[src/rtl/uart_tx_pkg.sv]
// uart_tx_pkg
// Shared constants and types for the UART transmitter slice.
//   DEFAULT_CLKS_PER_BIT : baud divisor used when the parent does not override it
//   WORD_LEN             : data bits per frame
//   BAUD_CNT_W           : width of the baud counter (covers divisors up to 65535)
//   tx_state_t           : transmitter frame states
package uart_tx_pkg;

    localparam int DEFAULT_CLKS_PER_BIT = 234;
    localparam int WORD_LEN             = 8;
    localparam int BAUD_CNT_W           = 16;

    typedef enum logic [1:0] {
        IDLE  = 2'd0,
        START = 2'd1,
        DATA  = 2'd2,
        STOP  = 2'd3
    } tx_state_t;

endpackage

[src/rtl/uart_tx_fifo.sv]
// uart_tx_fifo
// Byte FIFO sitting in front of the transmitter.
// Ports:
//   clk, rst_n  : system clock, asynchronous active-low reset
//   wr_en       : push request (ignored while full, even if a pop happens on the same edge)
//   wr_data     : byte pushed when wr_en is accepted
//   rd_en       : pop request from the transmitter (ignored while empty)
//   rd_data     : current head byte, valid whenever empty=0
//   full, empty : registered occupancy flags, updated on the same edge as the occupancy
module uart_tx_fifo #(
    parameter int DEPTH_LOG2 = 4,
    parameter int WIDTH      = 8
) (
    input  logic             clk,
    input  logic             rst_n,
    input  logic             wr_en,
    input  logic [WIDTH-1:0] wr_data,
    input  logic             rd_en,
    output logic [WIDTH-1:0] rd_data,
    output logic             full,
    output logic             empty
);

    localparam int                DEPTH     = 1 << DEPTH_LOG2;
    localparam logic [DEPTH_LOG2:0] DEPTH_CNT = (DEPTH_LOG2 + 1)'(DEPTH);

    logic [WIDTH-1:0]      mem [DEPTH];
    logic [DEPTH_LOG2-1:0] wr_ptr;
    logic [DEPTH_LOG2-1:0] rd_ptr;
    logic [DEPTH_LOG2:0]   count;
    logic [DEPTH_LOG2:0]   count_next;
    logic                  do_write;
    logic                  do_read;

    // Acceptance is judged on the flags as they stood before the edge, so a
    // write into a full FIFO is lost even when a byte leaves on that edge.
    assign do_write = wr_en && !full;
    assign do_read  = rd_en && !empty;
    assign rd_data  = mem[rd_ptr];

    always_comb begin
        count_next = count;
        case ({do_write, do_read})
            2'b10:   count_next = count + 1'b1;
            2'b01:   count_next = count - 1'b1;
            default: count_next = count;
        endcase
    end

    // Flags are computed from the next occupancy so they are flop outputs
    // that always agree with the count after every edge.
    always_ff @(posedge clk or negedge rst_n) begin
        if (!rst_n) begin
            wr_ptr <= '0;
            rd_ptr <= '0;
            count  <= '0;
            full   <= 1'b0;
            empty  <= 1'b1;
        end else begin
            if (do_write) wr_ptr <= wr_ptr + 1'b1;
            if (do_read)  rd_ptr <= rd_ptr + 1'b1;
            count <= count_next;
            full  <= (count_next == DEPTH_CNT);
            empty <= (count_next == '0);
        end
    end

    // Storage needs no reset: contents are only visible through the pointers.
    always_ff @(posedge clk) begin
        if (do_write) mem[wr_ptr] <= wr_data;
    end

endmodule

[src/rtl/uart_tx.sv]
// uart_tx
// 8N1 UART transmitter with a transmit FIFO.
// Ports:
//   clk, rst_n : system clock, asynchronous active-low reset
//   wr_en      : push one byte per asserted cycle
//   wr_data    : byte to push
//   full       : FIFO holds FIFO_DEPTH bytes
//   empty      : FIFO holds no bytes
//   busy       : a frame is on the line or bytes are waiting
//   uart_out   : serial line, idle high, driven from a flop
module uart_tx
    import uart_tx_pkg::*;
#(
    parameter int CLKS_PER_BIT    = DEFAULT_CLKS_PER_BIT,
    parameter int FIFO_DEPTH_LOG2 = 4
) (
    input  logic       clk,
    input  logic       rst_n,
    input  logic       wr_en,
    input  logic [7:0] wr_data,
    output logic       full,
    output logic       empty,
    output logic       busy,
    output logic       uart_out
);

    localparam logic [BAUD_CNT_W-1:0] BAUD_LAST = BAUD_CNT_W'(CLKS_PER_BIT - 1);
    localparam logic [2:0]            LAST_BIT  = 3'(WORD_LEN - 1);

    tx_state_t               state, state_next;
    logic [BAUD_CNT_W-1:0]   baud_cnt, baud_cnt_next;
    logic [2:0]              bit_idx, bit_idx_next;
    logic [WORD_LEN-1:0]     shift_reg, shift_next;
    logic                    line_next;
    logic                    pop;
    logic                    bit_done;
    logic [WORD_LEN-1:0]     fifo_head;

    uart_tx_fifo #(
        .DEPTH_LOG2 (FIFO_DEPTH_LOG2),
        .WIDTH      (WORD_LEN)
    ) u_fifo (
        .clk     (clk),
        .rst_n   (rst_n),
        .wr_en   (wr_en),
        .wr_data (wr_data),
        .rd_en   (pop),
        .rd_data (fifo_head),
        .full    (full),
        .empty   (empty)
    );

    assign bit_done = (baud_cnt == BAUD_LAST);

    // Both inputs are flops, so busy never depends combinationally on wr_en.
    assign busy = (state != IDLE) || !empty;

    // Next-state and datapath: a pop (from IDLE, or at the very end of a stop
    // bit) loads the head byte and restarts the bit timing; the stop-bit pop
    // chains frames with no idle gap. The line value is derived from the next
    // state so uart_out can be a plain register.
    always_comb begin
        state_next    = state;
        pop           = 1'b0;
        baud_cnt_next = baud_cnt;
        bit_idx_next  = bit_idx;
        shift_next    = shift_reg;
        line_next     = 1'b1;

        if (state != IDLE) begin
            baud_cnt_next = bit_done ? '0 : baud_cnt + 1'b1;
        end

        case (state)
            IDLE: begin
                if (!empty) begin
                    pop        = 1'b1;
                    state_next = START;
                end
            end
            START: begin
                if (bit_done) state_next = DATA;
            end
            DATA: begin
                if (bit_done) begin
                    shift_next   = shift_reg >> 1;
                    bit_idx_next = bit_idx + 1'b1;
                    if (bit_idx == LAST_BIT) state_next = STOP;
                end
            end
            STOP: begin
                if (bit_done) begin
                    if (!empty) begin
                        pop        = 1'b1;
                        state_next = START;
                    end else begin
                        state_next = IDLE;
                    end
                end
            end
            default: state_next = IDLE;
        endcase

        if (pop) begin
            shift_next    = fifo_head;
            baud_cnt_next = '0;
            bit_idx_next  = '0;
        end

        case (state_next)
            START:   line_next = 1'b0;
            DATA:    line_next = shift_next[0];
            default: line_next = 1'b1;
        endcase
    end

    always_ff @(posedge clk or negedge rst_n) begin
        if (!rst_n) begin
            state     <= IDLE;
            baud_cnt  <= '0;
            bit_idx   <= '0;
            shift_reg <= '0;
            uart_out  <= 1'b1;
        end else begin
            state     <= state_next;
            baud_cnt  <= baud_cnt_next;
            bit_idx   <= bit_idx_next;
            shift_reg <= shift_next;
            uart_out  <= line_next;
        end
    end

endmodule
[config.mk]
export PLATFORM = sky130hd
export DESIGN_NAME = uart_tx
export DESIGN_NICKNAME = d
export VERILOG_FILES = /design/src/rtl/uart_tx_pkg.sv /design/src/rtl/uart_tx_fifo.sv /design/src/rtl/uart_tx.sv
export SDC_FILE = /design/constraint.sdc
export NUM_CORES = 1
export LEC_CHECK = 0
export CAP_MARGIN = 5
export CELL_PAD_IN_SITES_DETAIL_PLACEMENT = 0
export CELL_PAD_IN_SITES_GLOBAL_PLACEMENT = 1
export CORE_ASPECT_RATIO = 0.75
export CORE_UTILIZATION = 50
export CTS_BUF_LIST = sky130_fd_sc_hd__clkbuf_16
export DETAILED_ROUTE_END_ITERATION = 7
export MAX_ROUTING_LAYER = met4
export PLACE_DENSITY = 0.87
export SKIP_LAST_GASP = 1
export SYNTH_ARGS = -nofsm -noshare
export SYNTH_HDL_FRONTEND = slang
export SYNTH_SLANG_ARGS = --single-unit
[constraint.sdc]
create_clock -name clk -period 5.2 [get_ports clk]
set_input_delay 0.78 -clock clk [delete_from_list [all_inputs] [get_ports clk]]
set_output_delay 0.78 -clock clk [all_outputs]
set_load 0.1 [all_outputs]
---- Word level (Yosys, flattened, before mapping) ----
Memories as Yosys holds them, arrays and structs flattened.
Index checks and enable logic that the tools add are counted.
word-level totals
  register bits after elaboration ......... 45
  memory bits (writable) .................. 128
  output and inout bits ................... 4
  logic and storage cells ................. 63
  memories ................................ 1
operators by class
  $add $sub $neg .......................... 6
  equal/unequal tests ..................... 10
  muxes and demuxes ....................... 23
  reduce and logical (&&, ||, !) cells .... 12
memory list
  memory      depth  width  rd ports  clocked after memory_dff  wr ports  RTL line            RTL
  u_fifo.mem  16     8      1         0                         1         uart_tx_fifo.sv:27  logic [WIDTH-1:0] mem [DEPTH];
operators by type and width
  kind                                                                    count
  16-bit 2-to-1 mux                                                       3
  8-bit 2-to-1 mux                                                        3
  16-bit by 1-bit adder with 16-bit output, second input constant         1
  16-bit by 8-bit equality test with 1-bit output, second input constant  1
  2-bit 2-to-1 mux                                                        5
  5-bit one-hot mux with 2 select lines                                   1
  3-bit 2-to-1 mux                                                        3
  4-bit by 1-bit adder with 4-bit output, second input constant           2
  2-bit equality test, second input constant                              4
  2-bit one-hot mux with 4 select lines                                   1
  2-bit nonzero test                                                      4
  2-bit by 1-bit equality test with 1-bit output, second input constant   3
  5-bit by 1-bit adder with 5-bit output, second input constant           1
  5-bit equality test, second input constant                              1
  5-bit zero test                                                         1
  1-bit 2-to-1 mux                                                        5
  5-bit by 1-bit subtractor with 5-bit output, second input constant      1
  1-bit one-hot mux with 2 select lines                                   2
  3-bit by 1-bit adder with 3-bit output, second input constant           1
  3-bit equality test, second input constant                              1
  1-bit logical AND                                                       2
  1-bit zero test                                                         2
  2-bit zero test                                                         1
  2-bit AND reduction                                                     1
  1-bit logical OR                                                        1

---- Longest topological paths before layout ----
Gate-level depths: netlist of the first run.
  depth after elaboration ................. 7
  depth in mapped cells ................... 16

---- Hierarchy ----
A second synthesis of the first run with hierarchy kept.
second synthesis, totals
  cell total of the unflattened synthesis .. 447
  area total of the unflattened synthesis .. 7460.9 um2
modules (own cells, without submodules)
  module        times used  cells an instance  area each (um2)  sequential area each (um2)
  uart_tx_fifo  1           276                5761.8           4220.3
  uart_tx       1           171                1699.1           752.0

---- Worst setup path before layout of the first run ----
No wires, ideal clock.
  kind .................................... register -> register
  from .................................... register u_fifo.full
  to ...................................... register u_fifo.empty
  library setup time ...................... 0.081 ns
  arrival time ............................ 3.198 ns
  data required time ...................... 5.119 ns
  path slack .............................. 1.921 ns
  stages on the path, launching flop included .. 15
  path buffers ............................ 1
  period minus slack after synthesis ...... 3.279 ns
  cells stage by stage .................... dfrtp_1 > nor2b_1 > buf_2 > inv_2 > and3_1 > nand3_2 > nand2_1 > xor2_1 > ha_1 > nor2b_1 > a31oi_1 > nor3_1 > and2_4 > or4_4 > a211oi_2
on the way
  longest elaborated chain between the ends .. 5
  elaborated cells between the ends (all ways) .. 6
RTL lines
  what                                                                                          RTL line            RTL
  start, declared                                                                               uart_tx_fifo.sv:20  output logic full,
  start signal, assigned                                                                        uart_tx_fifo.sv:63  full <= (count_next == DEPTH_CNT);
  1-bit zero test *                                                                             uart_tx_fifo.sv:37  assign do_write = wr_en && !full;
  1-bit logical AND *                                                                           uart_tx_fifo.sv:37
  2-bit by 1-bit equality test with 1-bit output / 2-bit equality test (equally long branches)  uart_tx_fifo.sv:43  case ({do_write, do_read})
  5-bit one-hot mux with 2 select lines *                                                       uart_tx_fifo.sv:43
  5-bit zero test *                                                                             uart_tx_fifo.sv:64  empty <= (count_next == '0);
  end signal, assigned                                                                          uart_tx_fifo.sv:64
  end, declared                                                                                 uart_tx_fifo.sv:21  output logic empty
Mark *: on every way between the ends. The rest lies on a longest branch, timed or not.
A chain may end at the register's enable or synchronous reset.

---- Worst setup path after layout of the first run ----
  from .................................... register baud_cnt[1]
  to ...................................... register u_fifo.empty
on the way
  longest elaborated chain between the ends .. 7
  elaborated cells between the ends (all ways) .. 8
RTL lines
  what                                                                                          RTL line            RTL
  start, declared                                                                               uart_tx.sv:31       logic [BAUD_CNT_W-1:0] baud_cnt, baud_cnt_next;
  start signal, assigned                                                                        uart_tx.sv:126      baud_cnt <= baud_cnt_next;
  16-bit by 8-bit equality test with 1-bit output *                                             uart_tx.sv:53       assign bit_done = (baud_cnt == BAUD_LAST);
  1-bit 2-to-1 mux *                                                                            uart_tx.sv:92       if (bit_done) begin
  1-bit one-hot mux with 2 select lines *                                                       uart_tx.sv:74       case (state)
  1-bit logical AND *                                                                           uart_tx_fifo.sv:38  assign do_read = rd_en && !empty;
  2-bit by 1-bit equality test with 1-bit output / 2-bit equality test (equally long branches)  uart_tx_fifo.sv:43
  5-bit one-hot mux with 2 select lines *                                                       uart_tx_fifo.sv:43
  5-bit zero test *                                                                             uart_tx_fifo.sv:64
Marked as above.

==> results of run 1 <==
synth_stat cells (2+ instances only):
cell      instances
a21o_1            2
a21oi_1           9
a22oi_1           2
and2_1           20
and3_1            6
buf_2             7
clkbuf_1         11
dfrtp_1          43
dfstp_2           2
edfxtp_1        128
ha_1             16
inv_1            12
mux2i_1          11
mux4_2           38
nand2_1          34
nand2b_1          5
nand3_1           9
nand3b_1          2
nand4_1           4
nand4b_1          2
nor2_1           28
nor2b_1           4
nor3_1            4
nor4_1            4
o21ai_0          12
o21ai_1           9
or2_2             2
or3_1             7
xnor2_1          10
xor2_1            7
per-stage QoR:
stage	area, sq um	instances	utilization, %	worst slack, ns
6_report	8470	711	58.0	1.36
5_1_grt	8470	711	58.0	0.942
4_1_cts	8470	711	58.0	1.34
3_5_place_dp	7880	679	54.0	1.02
3_3_place_gp	7880	679	54.0	1.14
2_1_floorplan	7550	481	-	1.92
cell families (layout without fill, tap and decap cells):
kind of cell / after synthesis / in the layout / synth area share (%)
fa+ha+maj: 16 / 16 / 2.65
compound gates: 51 / 51 / 4.31
xor+xnor: 17 / 17 / 1.97
simple gates: 142 / 142 / 10.5
flops: 173 / 173 / 65.9
buf+inv: 32 / 62 / 1.71
mux: 50 / 50 / 12.9
layout make-up:
class                           count  share of cell area (%)
Timing Repair Buffer               17                    1.86
Sequential cell                   173                    58.7
Multi-Input combinational cell    276                    28.9
Clock inverter                     15                    2.02
Tap cell                          200                    2.95
Inverter                           13                   0.576
Clock buffer                       17                    5.02
worst max-delay path by stage:
stage	from	to	slack, ns	cells after the start
after floorplan	u_fifo.full	u_fifo.empty	1.92	14
after detailed placement	wr_en	u_fifo.empty	1.02	14
after global routing	baud_cnt[1]	u_fifo.full	0.94	13
after global placement	wr_en	u_fifo.empty	1.14	14
final	baud_cnt[1]	u_fifo.empty	1.36	14
after CTS	baud_cnt[1]	u_fifo.full	1.34	13
where the power goes:
group	leakage (uW)	internal, uW	total (uW)	switching, uW
sequential	0.00173	1710	1950	238
clock	0.000286	649	1260	607
combinational	0.00107	613	1340	730
worst max-delay path: stages, from the launching register on:
cell and delay (ns):
dfrtp_1 0.42, inv_1 0.09, ha_1 0.15, and4bb_1 0.25
nor3b_4 0.29, a31o_2 0.24, nand2_1 0.15, inv_1 0.52
ha_1 0.38, nor2b_1 0.11, a31oi_1 0.18, nor3_1 0.07
and2_4 0.17, or4_4 0.52, a211oi_2 0.23
routing by layer:
metal | vias up | global-route usage (%) | routed length, um
li1 | 1881 | - | -
met1 | 2118 | 28.0 | 6530
met2 | 108 | 34.4 | 7430
met3 | 18 | 5.27 | 657
met4 | 0 | 7.52 | 218
met5 | - | - | 0
==> results.toml, run 1 <==
[synth]
synth_area_leaders = "edfxtp_1 51%, dfrtp_1 14%, mux4_2 11%"
synth_nets = 508
yosys_warnings = 0
syn_area_per_cell_sq_um = 15.7
yosysUniqueCellTypes = 61
synth_top_area_cell = "edfxtp_1"
synth_seq_cells = 173
syn_inst = 481
synth-main-ff-cell = "edfxtp_1"
seq_area_frac_synth_pct = 65.9
synth_top_area_share_pct = 50.9
syn_area_sq_um = 7550
synth_edf_count = 128
async_reset_ff_share_pct = 26.0

[clock_tree]
clk_path_buf_depth = 2
ctsHoldBuffers = 0
clkTransAtPathRegs_ns = 0.07
cts_tree = "yes"
cts_root_buf = "clkbuf_16"
htree_num_levels = 4
cts_resized = 0
cts_buffers = 17
clock_latency_ns = 0.43
cts_sinks = 173
post-cts-setup-buffers = 0

[drt]
drc = 0
wl_um = 14800
ant_nets = 0
post_drt_wl_per_cell_um = 20.9
firstDrtPassIters = 5
vias_per_cell = 5.80
drt_iter0_markers = 323
dr_total_vias = 4125

[critical_path]
r2r_slack_ns = 1.36
setup.worst_path.end_class = "flop"
critical_path_class = "flop to flop"
path_max_fanout = 20
r2r-start = "baud_cnt[1]"
r2r_cells = 14
worstPathArrival_ns = 4.19
required_ns = 5.55
cp-start-kind = "flop"
r2r_end = "u_fifo.empty"

[power_and_ir_drop]
ir_drop_mv = 0.524
p_leak_uw = 0.00308
p_per_area_nw_per_um2 = 537
power_uw = 4550

[sta]
setup_viol = 0
grt_setup_unrepaired = "no"
period_needed_ns = 3.84
tns_ns = 0
slew_headroom_pct = 32.8
drv_slew = 0
period_share_pct = 73.9
fin_hold_ws_ns = 0.515
worst_pin_slew_ns = 1.01
fin_skew_ns = 0.0121
final-hold-violation-count = 0
max_freq_mhz = 260

[cells_and_area]
antenna_cells = 0
area_growth_pct = 12.3
nNetsFinal = 525
mostFrequentLayoutCell = "edfxtp_1"
drive_gt1_share_pct = 17.8
register_area_sq_um = 4970
multi_input_area_sq_um = 2440
largest_register_ffs = 128
final_cell_mix = "128 x edfxtp_1, 42 x dfrtp_1, 38 x mux4_2"
nFillCells = 1097

[place]
dpl.hpwl_um = 9360
port-buffer-count = 14
globalplace.congestion = 0.775

[floorplan]
coreArea_sq_um = 14600
die_area_sq_um = 15600
die_h_um = 108
core.rowCount = 38
die_width_um = 144
initial_core_util_pct = 51.7
ioPinCount = 15

[grt]
grt_pass1_vias = 4182
grt_pass1_wl_um = 23600
grt_max_degree = 46
track_usage_pct = 21.9
antenna_found_initial = 0
grt-ovfl-total = 0

[outcome]
status = "completed"

[job]
drv_cap = 0

[hold_path]
hold_path.class = "primary input to async pin"
Note: power is estimated with default switching activity, not from simulation.
==> run 2: changes to the inputs <==
==> constraint.sdc (replaced) <==
create_clock -name clk -period 3.56 [get_ports clk]
set_input_delay 0.534 -clock clk [delete_from_list [all_inputs] [get_ports clk]]
set_output_delay 0.534 -clock clk [all_outputs]
set_load 0.1 [all_outputs]
==> run 2 against run 1 <==
Compared with the run above: design area is 1.0% higher; register-to-register slack got worse by 1.1 ns; clock-buffer cell count is the same; global-route usage fell by 0.23 points; hold slack worse by 0.23 ns; worst setup slack worse by 1.1 ns; sequential share of layout area fell by 0.60 points; die area stayed put; combinational power is 57% higher; via count up 0.85%; critical endpoint unchanged.
==> results.toml, run 2 (synthesis gave the netlist of run 1 again) <==
[outcome]
status = "completed"

[critical_path]
crit_start = "baud_cnt[1]"
path_max_fanout = 7
setup.worst_path.end_class = "flop"
critical_path_class = "flop to flop"
cp-start-kind = "flop"
r2r-start = "baud_cnt[1]"
required_ns = 3.91
worstPathArrival_ns = 3.67

[sta]
setup_viol = 0
tns_ns = 0
grt_setup_unrepaired = "no"
max_freq_mhz = 301
period_share_pct = 93.3
period_needed_ns = 3.32
slew_headroom_pct = 30.9
final-hold-violation-count = 0
worst_pin_slew_ns = 1.04
fin_skew_ns = 0.0108
drv_slew = 0

[power_and_ir_drop]
seqPwrFrac_pct = 40.6
ir_drop_mv = 0.580
combPwrFrac_pct = 31.0
switchingPower_uw = 2280
p_sw_share_pct = 33.6
p_leak_uw = 0.00313
p_int_uw = 4510
clkPwrFrac_pct = 28.4
p_per_area_nw_per_um2 = 794

[grt]
grt-ovfl-total = 0
antenna_found_initial = 1
grt_max_degree = 46
grt_pass1_vias = 4120
track_usage_pct = 21.7
grt_pass1_wl_um = 23200

[cells_and_area]
largest_register_ffs = 128
nFillCells = 1070
nNetsFinal = 530
area_growth_pct = 13.4
mostFrequentLayoutCell = "edfxtp_1"
drive_gt1_share_pct = 18.8
final_cell_mix = "128 x edfxtp_1, 42 x dfrtp_1, 38 x mux4_2"
utilization_pct = 58.6

[drt]
dr_total_vias = 4160
drt_iter0_markers = 344
ant_nets = 0
vias_per_cell = 5.80
drc = 0
wl_um = 14800
post_drt_wl_per_cell_um = 20.6
firstDrtPassIters = 5

[floorplan]
initial_core_util_pct = 51.7
ioPinCount = 15
die_h_um = 108
core.rowCount = 38
die_area_sq_um = 15600
coreArea_sq_um = 14600
die_width_um = 144

[place]
dpl.hpwl_um = 9430
port-buffer-count = 14
globalplace.congestion = 0.841

[clock_tree]
htree_num_levels = 4
clk_path_buf_depth = 2
ctsHoldBuffers = 0
cts_buffers = 17
clock_latency_ns = 0.44
cts_sinks = 173
cts_tree = "yes"
clkTransAtPathRegs_ns = 0.07
cts_root_buf = "clkbuf_16"

[hold_path]
hold_path.class = "primary input to async pin"

[job]
drv_cap = 0
-- run 2: worst max-delay path, stage by stage (launching register included) --
cell      delay [ns]
dfrtp_1         0.41
inv_1           0.09
ha_1            0.14
and4bb_1        0.25
nor3b_4         0.28
a31o_2          0.22
nand2_1         0.17
inv_1           0.13
ha_1            0.29
nor2b_1         0.11
a31oi_1         0.17
nor3_1          0.06
and2_4          0.17
or4_4           0.52
a211oi_2        0.23
-- run 2: metrics by stage --
step / cells / total power [uW] / hold slack, ns / setup WS (ns) / area (sq um)
5_1_grt: 717 / 7100 / 0.374 / 0.0101 / 8560
4_1_cts: 716 / 6810 / 0.326 / 0.239 / 8550
6_report: 717 / 6800 / 0.281 / 0.239 / 8560
2_1_floorplan: 481 / 4300 / 0.238 / 0.281 / 7550
3_5_place_dp: 684 / 4880 / 0.519 / 0.125 / 7920
3_3_place_gp: 684 / 4800 / 0.507 / 0.201 / 7920
-- run 2: what timing repair did --
item	4_1_cts	5_1_grt
buffers inserted	0	0
resized for setup	0	1
setup endpoints to repair	0	1
-- run 2: cell type report --
| class | count | area, sq um | area share, % |
|---|---|---|---|
| tap | 200 | 250 | 2.92 |
| multi-input combinational | 276 | 2450 | 28.6 |
| inverter | 13 | 48.8 | 0.570 |
| clock inverter | 15 | 204 | 2.38 |
| sequential | 173 | 4970 | 58.1 |
| clock buffer | 17 | 425 | 4.97 |
| antenna | 1 | 2.50 | 0.0292 |
| timing repair buffer | 22 | 205 | 2.40 |
-- run 2: path summary, 6_finish.rpt --
| path | endpoint | slack [ns] | cells past startpoint |
|---|---|---|---|
| max | u_fifo.empty | 0.24 | 14 |
| max reg2reg | u_fifo.empty | 0.24 | 14 |
| max in group asynchronous | u_fifo.rd_ptr[0] | 2.59 | 1 |
| min in group clk | bit_idx[1] | 0.53 | 2 |
| min | baud_cnt[6] | 0.28 | 1 |
| min reg2reg | bit_idx[1] | 0.53 | 2 |
-- run 2: power by group through the flow --
stage	registers [uW]	clock network, uW	logic, uW
5_1_grt	2800	2020	2280
3_5_place_dp	2790	0	2080
3_3_place_gp	2770	0	2040
6_report	2760	1930	2110
2_1_floorplan	2780	0	1510
4_1_cts	2760	1940	2110
-- run 2: routing by layer --
layer	track usage (%)	vias to the layer above	share of wire [%]
li1	-	1896	-
met1	28.1	2100	44
met2	33.7	146	49
met3	5.00	18	6.1
met4	7.60	0	1.4
met5	-	-	0
==> run 3: changes to the inputs <==
--- a/config.mk
+++ b/config.mk
@@ -14,6 +14,7 @@
 export DETAILED_ROUTE_END_ITERATION = 7
 export MAX_ROUTING_LAYER = met4
 export PLACE_DENSITY = 0.87
+export SETUP_SLACK_MARGIN = 0.05
 export SKIP_LAST_GASP = 1
 export SYNTH_ARGS = -nofsm -noshare
 export SYNTH_HDL_FRONTEND = slang
==> run 3 against run 2 <==
Compared with the run above: combinational power hardly changed; die area stayed put; via count is 0.46% lower; core utilization hardly changed; design area hardly changed; hold slack better by 0.013 ns; first-iteration DRC count is 22% higher; clock-buffer cell count stayed put; critical path depth is 1 lower; routed wire length is 0.13% higher; largest cell class unchanged.
==> results.toml, run 3 (synthesis gave the netlist of run 1 again) <==
[place]
dpl.hpwl_um = 9430
place_ws_ns = 0.125
globalplace.congestion = 0.841
port-buffer-count = 14

[sta]
tns_ns = 0
period_needed_ns = 3.28
max_freq_mhz = 305
drv_slew = 0
grt_setup_unrepaired = "no"
fin_ws_ns = 0.282
slew_headroom_pct = 29.9
final-hold-violation-count = 0
worst_pin_slew_ns = 1.05
period_share_pct = 92.1
fin_skew_ns = 0.0108
setup_viol = 0

[cells_and_area]
drive_gt1_share_pct = 19.0
final_cell_mix = "128 x edfxtp_1, 42 x dfrtp_1, 38 x mux4_2"
mostFrequentLayoutCell = "edfxtp_1"
nNetsFinal = 530
area_growth_pct = 13.5
largest_register_ffs = 128

[hold_path]
hold_path.class = "primary input to async pin"

[clock_tree]
cts_tree = "yes"
clock_latency_ns = 0.43
post-cts-setup-buffers = 0
clk_path_buf_depth = 2
cts_sinks = 173
cts_buffers = 17
clkTransAtPathRegs_ns = 0.07
ctsHoldBuffers = 0
cts_root_buf = "clkbuf_16"
htree_num_levels = 4
cts_resized = 0

[critical_path]
path_cells = "inv_1, ha_1, and4bb_1, nor3b_4, a31o_2, nand2_1, inv_1, ha_2, nand2b_1, nor3_1, a32o_2, o21ai_1, nor4bb_1"
path_common_cell = "inv_1"
r2r_end = "u_fifo.full"
path_max_fanout = 7
r2r-start = "baud_cnt[1]"
critPathBufInv = 2
r2r_slack_ns = 0.28
required_ns = 3.89
cpLargestDelayFamily = "simple AND/OR/NAND/NOR gates"
cp-start-kind = "flop"
critical_path_class = "flop to flop"
cpPeakStageDelay_ns = 0.41
setup.worst_path.end_class = "flop"
crit_slowest_cell = "dfrtp_1"
worstPathArrival_ns = 3.61
r2r_cells = 13

[floorplan]
ioPinCount = 15
die_h_um = 108
die_area_sq_um = 15600
die_width_um = 144
initial_core_util_pct = 51.7
coreArea_sq_um = 14600
core.rowCount = 38

[grt]
track_usage_pct = 21.7
antenna_found_initial = 1
grt_pass1_wl_um = 23200
met3_usage_pct = 5.00
use_met2_pct = 33.7
grt_pass1_vias = 4120
grt-busiest-layer = "met2"
grt_max_degree = 46
use_met1_pct = 28.1
grt-ovfl-total = 0

[power_and_ir_drop]
p_per_area_nw_per_um2 = 794
ir_drop_mv = 0.579
p_leak_uw = 0.00313

[drt]
drc = 0
post_drt_wl_per_cell_um = 20.6
vias_per_cell = 5.78
wl_um = 14800
drt_iter0_markers = 418
dr_total_vias = 4141
ant_nets = 0
firstDrtPassIters = 5

[job]
drv_cap = 0

[outcome]
status = "completed"
==> run 3: cell counts in the layout (fill, tap and decap cells not counted) <==
Identical to the previous run, type by type.
==> run 3: cell type report <==
type                            instances  area, sq um
Multi-Input combinational cell        276         2450
Sequential cell                       173         4970
Fill cell                            1070         6030
Clock buffer                           17          425
Clock inverter                         15          204
Inverter                               13         48.8
Antenna cell                            1         2.50
Timing Repair Buffer                   22          205
Tap cell                              200          250
==> run 3: per-stage QoR <==
step	area [sq um]	instances	hold slack [ns]	utilization, %	power (uW)
5_1_grt	8560	717	0.374	58.7	7100
4_1_cts	8550	716	0.326	58.6	6810
6_report	8560	717	0.295	58.7	6800
3_3_place_gp	7920	684	0.507	54.3	4800
3_5_place_dp	7920	684	0.519	54.3	4880
2_1_floorplan	7550	481	0.238	-	4300
==> run 3: how the worst max path moves through the flow <==
| stage | slack, ns | from | cells past startpoint | to |
|---|---|---|---|---|
| floorplan | 0.28 | u_fifo.full | 14 | u_fifo.empty |
| global placement | 0.20 | wr_en | 14 | u_fifo.empty |
| detailed placement | 0.12 | wr_en | 14 | u_fifo.empty |
| CTS | 0.24 | baud_cnt[0] | 13 | u_fifo.full |
| global route | 0.09 | baud_cnt[1] | 13 | u_fifo.full |
| finish | 0.28 | baud_cnt[1] | 13 | u_fifo.full |
==> run 3: where the power goes <==
| part | switching [uW] | total, uW | internal [uW] |
|---|---|---|---|
| sequential | 256 | 2760 | 2500 |
| clock | 855 | 1930 | 1070 |
| combinational | 1170 | 2120 | 944 |
==> run 3: worst register-to-register path, stage by stage, from the launching register on <==
cell and delay (ns):
dfrtp_1 0.41, inv_1 0.09, ha_1 0.14, and4bb_1 0.25, nor3b_4 0.28, a31o_2 0.23, nand2_1 0.17, inv_1 0.13
ha_2 0.34, nand2b_1 0.20, nor3_1 0.33, a32o_2 0.26, o21ai_1 0.10, nor4bb_1 0.26
==> run 3: per-layer routing <==
| layer | vias up | routed length [um] |
|---|---|---|
| li1 | 1902 | - |
| met1 | 2097 | 6530 |
| met2 | 126 | 7270 |
| met3 | 16 | 800 |
| met4 | 0 | 197 |
| met5 | - | 0 |
